### config.mk
export PLATFORM = sky130hd
export DESIGN_NAME = pe_reg_arbiter
export DESIGN_NICKNAME = d
export VERILOG_FILES = /design/src/rtl/pe_reg_arbiter.sv
export SDC_FILE = /design/constraint.sdc
export NUM_CORES = 1
export LEC_CHECK = 0
export ABC_CLOCK_PERIOD_IN_PS = 3490
export BUFFER_PORTS_ARGS = -buffer_cell sky130_fd_sc_hd__buf_2
export CAP_MARGIN = 20
export CORE_MARGIN = 8
export CORE_UTILIZATION = 40
export CTS_CLUSTER_DIAMETER = 150
export DETAILED_ROUTE_END_ITERATION = 16
export HOLD_SLACK_MARGIN = 0.08
export PLACE_DENSITY = 0.71
export SYNTH_ARGS = -nofsm -noshare
export SYNTH_HDL_FRONTEND = slang
export SYNTH_SLANG_ARGS = --single-unit
### constraint.sdc
create_clock -name clk -period 3.49 [get_ports clk]
set_input_delay 0.1745 -clock clk [delete_from_list [all_inputs] [get_ports clk]]
set_output_delay 0.1745 -clock clk [all_outputs]
set_load 0.005 [all_outputs]
### src/rtl/pe_reg_arbiter.sv
// pe_reg_arbiter: four requesters share one output register through a
// round-robin arbiter. The register is a one-entry buffer with a
// valid/ready handshake toward the consumer. It can drain and reload on
// the same edge, so a stream of requests sees no bubble.
//
// Optional feature: define PE_ARB_PARITY_EN to add the out_parity output.
// out_parity is the even parity (XOR) of the captured slice and is stored
// alongside out_data.
module pe_reg_arbiter #(
   parameter int DATA_W = 8
) (
   input  logic                clk,
   input  logic                rst,
   input  logic [3:0]          req,
   input  logic [4*DATA_W-1:0] data_in,
   output logic [3:0]          gnt,
   output logic [DATA_W-1:0]   out_data,
   output logic [1:0]          out_src,
   output logic                out_valid,
   input  logic                out_ready
`ifdef PE_ARB_PARITY_EN
   ,
   output logic                out_parity
`endif
);

   typedef enum logic {
      EMPTY = 1'b0,
      FULL  = 1'b1
   } state_t;

   state_t            state;
   state_t            state_next;
   logic [1:0]        last_gnt;
   logic [1:0]        sel_idx;
   logic [1:0]        cand;
   logic [DATA_W-1:0] sel_data;
   logic              load;

   // Round-robin pick: the first requester found searching upward from last_gnt+1.
   always_comb begin
      // NOTE: every output of a combinational block gets a default first,
      // so no path leaves it unassigned and no latch is inferred.
      sel_idx = last_gnt + 2'd1;
      cand    = '0;
      // The loop walks from the farthest candidate to the nearest one, so
      // the nearest requester is the last one written and wins.
      for (int k = 4; k >= 1; k--) begin
         cand = last_gnt + 2'(k);
         if (req[cand]) begin
            sel_idx = cand;
         end
      end
   end

   // Select the data slice of the chosen requester.
   always_comb begin
      sel_data = '0;
      for (int i = 0; i < 4; i++) begin
         if (sel_idx == 2'(i)) begin
            sel_data = data_in[i*DATA_W +: DATA_W];
         end
      end
   end

   // Next-state and load/grant decode. Reset masks the grant.
   always_comb begin
      state_next = state;
      load       = 1'b0;
      gnt        = '0;
      if (!rst) begin
         unique case (state)
            EMPTY: begin
               load = |req;
               if (load) begin
                  state_next = FULL;
               end
            end
            FULL: begin
               // Drain and reload may happen on the same edge; the buffer stays FULL.
               load = (|req) && out_ready;
               if (out_ready && !load) begin
                  state_next = EMPTY;
               end
            end
            default: state_next = EMPTY;
         endcase
         if (load) begin
            gnt = 4'b0001 << sel_idx;
         end
      end
   end

   // State register. Reset takes priority over load and drain.
   always_ff @(posedge clk) begin
      // NOTE: sequential state is written with non-blocking assignments,
      // so every register samples values from before the edge.
      if (rst) begin
         state <= EMPTY;
      end else begin
         state <= state_next;
      end
   end

   // Shared data register, source index and round-robin pointer. All of them update only on load.
   always_ff @(posedge clk) begin
      if (rst) begin
         out_data <= '0;
         out_src  <= 2'd0;
         last_gnt <= 2'd3;   // requester 0 is searched first after reset
      end else if (load) begin
         out_data <= sel_data;
         out_src  <= sel_idx;
         last_gnt <= sel_idx;
      end
   end

`ifdef PE_ARB_PARITY_EN
   // Parity of the captured slice. It is held together with out_data.
   always_ff @(posedge clk) begin
      if (rst) begin
         out_parity <= 1'b0;
      end else if (load) begin
         out_parity <= ^sel_data;
      end
   end
`endif

   assign out_valid = (state == FULL);

endmodule

==> out/results.ini <==
[power]
peakVddDrop_mv = 0.301
switching_share_pct = 37.9
pwr-share-seq_pct = 37.9
p_per_area_nw_per_um2 = 374
intPower_uw = 310
power.leakage_uw = 0.000610
pwr-share-comb_pct = 41.7
pwr-share-clk_pct = 20.5
power_switching_uw = 189
finalPower_uw = 498

[clocking]
root_buffer = clkbuf_4
clock_path_buffers = 2
cts_sinks = 13
cts_resized = 0
cts_post_setup_buffers_inserted = 0
h-tree-depth = 1
cts_buffers = 3
insertion_delay_ns = 0.28
clk_pin_slew_ns = 0.09
cts_tree = yes
cts_hold_buf = 0

[outcome]
status = finished, final reports clean

[synthesis]
syn_area_sq_um = 1080
ys_seq_elements = 13
yosys.area_share.simple_pct = 25.9
syn_nets = 173
netlist_instances = 134
syn_area_per_cell_sq_um = 8.08
synth-xor-area-share_pct = 1.50
synth_top_family_by_area = compound AO/OA/AOI/OAI gates
ys_seq_area_share_pct = 24.0
yosys.cell_types.count = 38
synthMuxAreaShare_pct = 0
synth_warnings = 0
synth_fa_ha_area_share_pct = 0
synth_compound_area_share_pct = 40.2

[setup_path]
critPathSlowestCell = dfxtp_1
crit_type = reg -> out
start_kind = register
critical-path-top-delay-family = flip-flops
slowest_delay_ns = 0.65
endpoint_kind = output pin
crit_arrival_ns = 2.06
required_ns = 3.32
crit_chain = xnor2_2 -> a2bb2oi_2 -> nand2_1 -> nor3_1 -> buf_2
path_max_fanout = 11
crit_buf_inv = 1

[place]
placement.io_buffers = 53
dpl.hpwl_mm = 2.78
gp_routability_congestion = 0.805
dp.cells = 207

[global_routing]
grt_pass1_wl_mm = 5.44
grt_usage_pct = 14.8
grt_pass1_vias = 1217
grt_max_degree = 16
gr-total-overflow = 0
antenna_found_initial = 0

[routing]
remaining_drc_errors = 0
routed_wl_mm = 3.53
wl_per_cell_um = 16.7
drt-initial-drc-count = 85
vias_per_cell = 5.92
vias = 1250
ant_nets = 0
drt_first_pass_iters = 4

[timing]
timing.fmax_ghz = 0.447
period_needed_ns = 2.24
tightestPinTransition_ns = 0.559
finalCritPeriodShare_pct = 64.1
slew_headroom_pct = 62.6
fin_skew_ns = 0.00576
slew_violations = 0
rsz0062_at_grt = false
whs_ns = 0.176
setup_tns_ns = 0
hold_viol_final = 0
setup_viol = 0

[floorplan]
core-area_sq_um = 2660
die_w_um = 68.0
die-area_sq_um = 4630
io-pin-count = 54
die_h_um = 68.0
core.rowCount = 19
initial_core_util_pct = 40.6

[final_layout]
stdcell_count = 211
num_antenna_cells = 0
syn_to_final_growth_pct = 23.2
final_util_pct = 50.1
drive_gt1_share_pct = 38.9
fin_nets = 220
fill_cells = 278

[flow_run]
maxCapViolCount = 0

[hold_path]
min_path_type = in -> reg

## area by class of cell
class	instances	area, sq um	area share (%)
clock buffers	4	26.3	1.97
inverters	1	3.75	0.281
multi-input cells	108	732	54.9
flip-flops and latches	13	260	19.5
well taps	31	38.8	2.91
repair buffers	54	273	20.5
## sequential cells by signal (all words and copies together), names as in the netlist
register   cells
out_src        2
out_data       8
last_gnt       2
out_valid      1
## tightest hold or removal path, cell delays in order
cell and delay, ns:
buf_2 0.08, a31oi_1 0.06, o32ai_1 0.10
## final timing paths
| path | start | to | slack, ns | depth (start not counted) |
|---|---|---|---|---|
| min reg2reg | out_src[0] | out_src[0] | 0.49 | 2 |
| max | last_gnt[1] | gnt[2] | 1.25 | 5 |
| max reg2reg | last_gnt[1] | out_data[5] | 1.55 | 5 |
| min | data_in[29] | out_data[5] | 0.18 | 3 |
## cells by family (layout without fill, tap and decap cells)
| kind of cell | Yosys count | after routing |
|---|---|---|
| AOI/OAI and AO/OA | 57 | 57 |
| and+or+nand+nor | 50 | 50 |
| DFF | 13 | 13 |
| buffers and inverters | 13 | 59 |
| xor gates and xnor gates | 1 | 1 |
## power groups by stage
stage	registers, uW	logic [uW]	clock network, uW
after floorplan	184	154	0
after global placement	190	201	0
after detailed placement	192	207	0
after CTS	189	208	100
after global routing	192	231	109
final	189	208	102
## cells in the mapped netlist, drive strengths merged
master / n / area, sq um
dfxtp: 13 / 260
nor2: 13 / 48.8
o21ai: 11 / 55.1
a211oi: 10 / 75.1
a22o: 8 / 70.1
nor3: 8 / 40.0
buf: 7 / 57.6
nand3: 7 / 35.0
a21oi: 5 / 28.8
and3: 5 / 33.8
clkbuf: 5 / 28.8
nand3b: 4 / 30.0
o21bai: 4 / 30.0
o31ai: 4 / 30.0
or2b: 4 / 33.8
a21o: 3 / 22.5
a221oi: 3 / 26.3
nand2: 3 / 11.3
nand2b: 3 / 21.3
a31oi: 2 / 12.5
and2: 2 / 12.5
o32ai: 2 / 17.5
a211o: 1 / 17.5
a21boi: 1 / 11.3
a2bb2oi: 1 / 15.0
inv: 1 / 3.75
nor2b: 1 / 13.8
o2bb2ai: 1 / 15.0
o41ai: 1 / 8.76
xnor2: 1 / 16.3
## cell usage in the layout, fill, tap and decap left out, drive strengths merged, types with 3 or more instances in the layout
cell type | synthesis | routed
nand2b | 3 | 3
or2b | 4 | 4
nand3 | 7 | 7
dfxtp | 13 | 13
buf | 7 | 54
o21ai | 11 | 11
nand2 | 3 | 3
and3 | 5 | 5
a21o | 3 | 3
nor3 | 8 | 8
nand3b | 4 | 4
clkbuf | 5 | 4
nor2 | 13 | 13
o31ai | 4 | 4
a221oi | 3 | 3
a22o | 8 | 8
o21bai | 4 | 4
a211oi | 10 | 10
a21oi | 5 | 5
## metal layers
layer	vias to the layer above	GRT usage, %	routed length [um]	part of all wire, %
met5	-	0	0	0
met4	0	6.14	47	1.3
met3	4	2.62	229	6.5
met2	46	25.0	1720	49
met1	590	18.0	1530	43
li1	610	-	-	-
## through the flow
step           setup WS (ns)  cell area (sq um)
2_1_floorplan           1.98               1080
3_3_place_gp            1.67               1310
3_5_place_dp            1.58               1310
4_1_cts                 1.26               1330
5_1_grt                 1.09               1330
6_report                1.25               1330
Note: power is estimated with default switching activity, not from simulation.
